## src/rtl/ts_buffer_occupancy_tracker.sv

```systemverilog
// Per-flow TS packet occupancy counters for the host injection buffer.
// Publishes a registered full/disabled vector and counts enqueue and release errors.
module ts_buffer_occupancy_tracker #(
    parameter int                FLOW_NUM      = 32,
    parameter int                CNT_W         = 8,
    parameter logic [CNT_W-1:0]  DEFAULT_LIMIT = 8'd4,
    localparam int               FID_W         = $clog2(FLOW_NUM)
) (
    input  logic                 i_clk,
    input  logic                 i_rst,
    input  logic                 i_ts_enq,
    input  logic [FID_W-1:0]     iv_ts_enq_flowid,
    input  logic                 i_ts_deq,
    input  logic [FID_W-1:0]     iv_ts_deq_flowid,
    input  logic                 i_cfg_wr,
    input  logic [FID_W-1:0]     iv_cfg_addr,
    input  logic [CNT_W-1:0]     iv_cfg_limit,
    input  logic                 i_cfg_clr,
    output logic [FLOW_NUM-1:0]  ov_ts_cnt,
    output logic                 o_init_done,
    output logic                 o_enq_err_pulse,
    output logic                 o_deq_err_pulse,
    output logic [15:0]          ov_err_cnt
);

    typedef enum logic {INIT_S, RUN_S} state_t;

    state_t                  state;
    logic [FID_W-1:0]        init_idx;
    logic [CNT_W-1:0]        cnt     [FLOW_NUM];
    logic [CNT_W-1:0]        lim     [FLOW_NUM];
    logic [CNT_W-1:0]        cnt_nxt [FLOW_NUM];
    logic [FLOW_NUM-1:0]     ov_nxt;
    logic [FLOW_NUM-1:0]     enq_hit;
    logic [FLOW_NUM-1:0]     deq_hit;
    logic                    enq_err_nxt;
    logic                    deq_err_nxt;
    logic [16:0]             err_sum;

    assign enq_hit = i_ts_enq ? (FLOW_NUM'(1) << iv_ts_enq_flowid) : '0;
    assign deq_hit = i_ts_deq ? (FLOW_NUM'(1) << iv_ts_deq_flowid) : '0;

    // A simultaneous enqueue and release on one flow cancel out without error.
    always_comb begin
        enq_err_nxt = 1'b0;
        deq_err_nxt = 1'b0;
        ov_nxt      = '0;
        for (int f = 0; f < FLOW_NUM; f++) begin
            cnt_nxt[f] = cnt[f];
            if (enq_hit[f] && !deq_hit[f]) begin
                if (cnt[f] == '1) enq_err_nxt = 1'b1;
                else              cnt_nxt[f]  = cnt[f] + 1'b1;
            end else if (deq_hit[f] && !enq_hit[f]) begin
                if (cnt[f] == '0) deq_err_nxt = 1'b1;
                else              cnt_nxt[f]  = cnt[f] - 1'b1;
            end
            ov_nxt[f] = (lim[f] == '0) || (cnt_nxt[f] >= lim[f]);
        end
    end

    assign err_sum = {1'b0, ov_err_cnt} + 17'(enq_err_nxt) + 17'(deq_err_nxt);

    // Per-flow storage needs no reset: the init sweep rewrites every entry.
    always_ff @(posedge i_clk) begin
        if (state == INIT_S) begin
            cnt[init_idx] <= '0;
            lim[init_idx] <= DEFAULT_LIMIT;
        end else if (!i_cfg_clr) begin
            for (int f = 0; f < FLOW_NUM; f++) begin
                cnt[f] <= cnt_nxt[f];
            end
            if (i_cfg_wr) lim[iv_cfg_addr] <= iv_cfg_limit;
        end
    end

    always_ff @(posedge i_clk) begin
        if (i_rst) begin
            state           <= INIT_S;
            init_idx        <= '0;
            ov_ts_cnt       <= '1;
            o_init_done     <= 1'b0;
            o_enq_err_pulse <= 1'b0;
            o_deq_err_pulse <= 1'b0;
            ov_err_cnt      <= '0;
        end else if (i_cfg_clr) begin
            state           <= INIT_S;
            init_idx        <= '0;
            ov_ts_cnt       <= '1;
            o_init_done     <= 1'b0;
            o_enq_err_pulse <= 1'b0;
            o_deq_err_pulse <= 1'b0;
        end else if (state == INIT_S) begin
            o_enq_err_pulse <= 1'b0;
            o_deq_err_pulse <= 1'b0;
            if (init_idx == FID_W'(FLOW_NUM - 1)) begin
                // Every flow now holds count 0 against the default limit.
                state       <= RUN_S;
                init_idx    <= '0;
                o_init_done <= 1'b1;
                ov_ts_cnt   <= {FLOW_NUM{DEFAULT_LIMIT == '0}};
            end else begin
                init_idx    <= init_idx + 1'b1;
                ov_ts_cnt   <= '1;
            end
        end else begin
            ov_ts_cnt       <= ov_nxt;
            o_enq_err_pulse <= enq_err_nxt;
            o_deq_err_pulse <= deq_err_nxt;
            ov_err_cnt      <= err_sum[16] ? 16'hFFFF : err_sum[15:0];
        end
    end

endmodule
```

## config.mk

```make
export PLATFORM = sky130hd
export DESIGN_NAME = ts_buffer_occupancy_tracker
export DESIGN_NICKNAME = d
export VERILOG_FILES = /design/src/rtl/ts_buffer_occupancy_tracker.sv
export SDC_FILE = /design/constraint.sdc
export NUM_CORES = 2
export LEC_CHECK = 0
export BUFFER_PORTS_ARGS = -buffer_cell sky130_fd_sc_hd__buf_2
export CAP_MARGIN = 25
export CORE_UTILIZATION = 36
export DETAILED_ROUTE_END_ITERATION = 12
export GPL_TIMING_DRIVEN = 1
export SKIP_CTS_REPAIR_TIMING = 1
export SYNTH_ARGS = -nofsm -noshare
export SYNTH_HDL_FRONTEND = slang
export SYNTH_SLANG_ARGS = --single-unit
```

## constraint.sdc

```tcl
create_clock -name i_clk -period 5.2 [get_ports i_clk]
set_clock_uncertainty 0.15 [all_clocks]
set_input_delay 0.52 -clock i_clk [delete_from_list [all_inputs] [get_ports i_clk]]
set_output_delay 0.52 -clock i_clk [all_outputs]
set_load 0.02 [all_outputs]
```

Word level (Yosys, flattened, before mapping)
Memory sizes are Yosys's and may differ from the RTL's.
Cells that the tools add are included.
W data, S select, Z words.
- bits in registers: 57
- memory bits (writable): 512
- output and inout bits: 51
- word-level logic and storage cells: 685
- memories: 2
- add/subtract/negate cells: 67
- magnitude comparators: 32
- eq/ne operators: 33
- shifts and indexed selects: 2
- mux-type cells: 310
- bitwise operators: 2
- reduce and logical (&&, ||, !) cells: 230
- memories (memory ; words ; width ; read ports ; clocked after Yosys merged registers in ; wr ports ; RTL line ; text):
    cnt ; 32 ; 8 ; 32 ; 0 ; 32 ; 30 ; logic [CNT_W-1:0] cnt [FLOW_NUM];
    lim ; 32 ; 8 ; 32 ; 0 ; 1 ; 31 ; logic [CNT_W-1:0] lim [FLOW_NUM];
- operators with widths (operator ; count):
    $mux W8 ; 130
    $logic_not A8 Y1 ; 64
    $add A8 B1 Y8 const B ; 32
    $eq A8 B8 Y1 const B ; 32
    $ge A8 B8 Y1 ; 32
    $sub A8 B1 Y8 const B ; 32
    $mux W1 ; 172
    $mux W32 ; 4
    $logic_and A1 B1 Y1 ; 64
    $logic_not A1 Y1 ; 64
    $shl A1 B5 Y32 const A ; 2
    $logic_or A1 B1 Y1 ; 32
    $add A16 B1 Y17 ; 1
    $add A17 B1 Y17 ; 1
    $mux W16 ; 1
    $reduce_or A8 Y1 ; 2
    $mux W5 ; 3
    $add A5 B1 Y5 const B ; 1
    $eq A5 B5 Y1 const B ; 1
    $reduce_and A2 Y1 ; 2
    $reduce_or A3 Y1 ; 1
    $not A1 Y1 ; 2
    $reduce_or A2 Y1 ; 1

Longest topological paths before layout
- depth after elaboration: 101
- gate-level depth with buffers: 16
- depth with buffers taken out: 15

Least setup slack after synthesis
Ideal clock, no wire load.
- path kind: register -> register
- from: memory cnt[9][2]
- to: register ov_err_cnt[0]
- setup time: 0.070 ns
- arrival: 3.945 ns
- slack: 1.035 ns
- cell stages (with the launch flop): 15
- buffers on the path: 2
- path through: edfxtp_1 clkbuf_1 or4_1 or4b_1 nor2_1 and4b_1 nand4_1 nor2_1 fa_1 inv_1 ha_1 nand4_1 or3_1 clkbuf_1 a21oi_1
- RTL lines (item ; RTL line ; text):
    from (decl) ; 30 ;
    to (signal assigned) ; 109 ; ov_err_cnt <= err_sum[16] ? 16'hFFFF : err_sum[15:0];
    to (decl) ; 23 ; output logic [15:0] ov_err_cnt

==> impl_metrics.csv <==
group,metric,value,unit
status,status,"complete, no violations",
place,place.gp.congestion,0.966,
global_routing,grt_pass1_vias,32900,
global_routing,grt.total_usage,0.226,
setup_path,crit_family,"simple AND/OR/NAND/NOR gates",
global_routing,antenna_found_initial,20,
timing,drv_slew,0,
final_layout,syn_to_final_growth,13.0,%
cts,cts_num_sinks,569,
setup_path,worstPathMaxFanout,13,
floorplan,coreArea,0.111,mm^2
routing,drt_iter0_drc,3623,
setup_path,required,5.62,ns
timing,fmax,216,MHz
global_routing,grt_first_pass_wirelength,197000,um
power_and_ir_drop,ir_drop,0.179,mV
setup_path,cp.arrival,5.04,ns
routing,wl_per_cell,22.0,um
routing,ant_nets,0,
global_routing,grt_max_degree,79,
cts,numCtsBuffers,69,
timing,setup_viol,0,
setup_path,crit_slowest_cell,"or4b_2",
power_and_ir_drop,powerDensity,227,mW/mm^2
floorplan,num_rows,122,
cts,clock-root-buffer,"clkbuf_16",
cts,cts_max_level,3,
final_layout,final_cell_mix,"512 x edfxtp_1, 358 x nor2_1, 357 x ha_1",
logic_synthesis,async_flop_share,0,
logic_synthesis,yosysWarnings,0,
setup_path,path_class,"flop to flop",
floorplan,fp.dieH,336,um
logic_synthesis,seq_area_frac_synth,0.411,
cts,clkTransAtPathRegs,0.06,ns
setup_path,path_cells,"or4_1 > or4b_2 > nor2_1 > nor4_1 > nand4_1 > nor2_1 > fa_1 > inv_1 > ha_1 > nand4_1 > or3_1 > a21oi_1",
place,io_buffers,79,
logic_synthesis,ys_ff_latch,569,
final_layout,fillers,10700,
flow_run,maxCapViolCount,0,
global_routing,overflow,0,
routing,drc,0,
logic_synthesis,syn_inst,4228,
final_layout,stdcell_area,0.0454,mm^2
cts,cts_buffer_depth,3,
logic_synthesis,synth-edff-count,512,
timing,min_period_over_period,0.889,
setup_path,cpPeakStageDelay,0.65,ns
timing,rsz0062_at_grt,"no",
cts,clock_latency,0.64,ns
logic_synthesis,syn_avg_cell_area,9.51,um^2
timing,max_slew_margin,0.227,
timing,fin_setup_tns,0,ns
logic_synthesis,synth_area,0.0402,mm^2
floorplan,ios,80,
place,place_area,0.0431,mm^2
power_and_ir_drop,p_leak,16.8,nW
floorplan,start_util,0.363,
timing,hold_violations,0,
routing,first_pass_iters,8,
logic_synthesis,synth_cell_types,83,
timing,fin_crit,4.62,ns
routing,vias_per_cell,5.96,
floorplan,dieArea,0.113,mm^2
final_layout,nets,4749,
hold_path,hp-class,"input port to flop",
logic_synthesis,synthFlopType,"edfxtp_1",
place,hpwl,95300,um
setup_path,worst_setup_path_start_kind,"flop",
setup_path,path_buf_inv,1,
routing,vias,35200,
routing,routed_wirelength,130000,um
cts,cts_tree,"done",
final_layout,layout_commonest_cell,"edfxtp_1",
final_layout,drive_above_1_share,0.0930,
timing,worst_pin_slew,1.16,ns
floorplan,dieWidth,336,um
setup_path,cp-end-kind,"flop",
logic_synthesis,synth_nets,4615,
## power by group
group          total [W]  internal, W  switching [W]
Combinational   0.000325     0.000107       0.000218
Clock            0.00505      0.00301        0.00204
Sequential       0.00495      0.00493      0.0000195
## cell families (layout without fill, tap and decap cells)
| family | count (synthesis) | after routing | synth area share |
|---|---|---|---|
| DFF | 569 | 569 | 0.411 |
| xor gates and xnor gates | 76 | 76 | 0.0166 |
| and+or+nand+nor | 1560 | 1560 | 0.209 |
| muxes | 32 | 32 | 0.00821 |
| other | 0 | 4 | 0 |
| AOI/OAI and AO/OA | 1132 | 1132 | 0.197 |
| adders and majority gates | 358 | 358 | 0.112 |
| buffers and inverters | 501 | 691 | 0.0471 |
## final timing paths
path	endpoint	slack, ns	start	depth (start not counted)
worst min-delay path	init_idx[0]	0.15	i_cfg_clr	3
worst max register to register	ov_err_cnt[3]	0.58	cnt[8][2]	12
worst max-delay path	ov_err_cnt[3]	0.58	cnt[8][2]	12
worst min register to register	o_init_done	0.35	o_init_done	2
## cell usage after synthesis, types with 46 or more instances
cell type  instances  share of area
nand4_1          120          0.019
inv_1            323          0.030
ha_1             357           0.11
a211oi_1         198          0.037
clkbuf_1         162          0.015
xnor2_1           57          0.012
o21ai_0          132          0.016
nand2_1          206          0.019
a21o_1           105          0.020
or3_1             46         0.0072
nand2b_1          63         0.0098
a21oi_1          227          0.028
dfxtp_1           57          0.028
edfxtp_1         512           0.38
nand3_1          102          0.013
a221oi_1          46          0.010
and3_1            57         0.0089
nor4_1           143          0.022
and2_1           126          0.020
o211ai_1         106          0.020
nor3_1           149          0.019
nor2_1           359          0.034
## cell type report
class	instances	area, um^2	area share
diodes	4	10.0	0.000220
clock buffers	91	1960	0.0430
clock inverters	36	388	0.00854
inverters	323	1210	0.0267
multi-input cells	3158	21900	0.481
flip-flops and latches	569	16500	0.364
well taps	1488	1860	0.0410
repair buffers	241	1620	0.0356
## registers in the layout, indices dropped and copies added, names as in the netlist
register,cells
o_init_done,1
init_idx,5
o_deq_err_pulse,1
cnt,256
ov_err_cnt,16
o_enq_err_pulse,1
state,1
ov_ts_cnt,32
lim,256
## metrics by stage
step | hold WS (ns) | setup slack, ns | instances | total power, W | utilization
finish | 0.154 | 0.580 | 5910 | 0.0103 | 0.411
detailed placement | 0.333 | 0.377 | 5779 | 0.00536 | 0.389
global placement | 0.336 | 0.487 | 5763 | 0.00535 | 0.388
CTS | 0.112 | 0.629 | 5906 | 0.0104 | 0.410
floorplan | 0.401 | 1.03 | 4228 | 0.00523 | -
global route | 0.153 | 0.409 | 5906 | 0.0106 | 0.410
## layer usage
layer,share of wire,track usage,vias to the layer above
met3,0.081,0.0427,229
met4,0.034,0.0836,26
met1,0.44,0.307,17000
met5,0.0012,0,-
met2,0.45,0.357,1367
li1,-,-,16600
## tightest hold or removal path, stage by stage
cell and delay (ns):
buf_2 0.12, or2_2 0.20, nor2_1 0.06
Power figures use the tool's default switching activity.
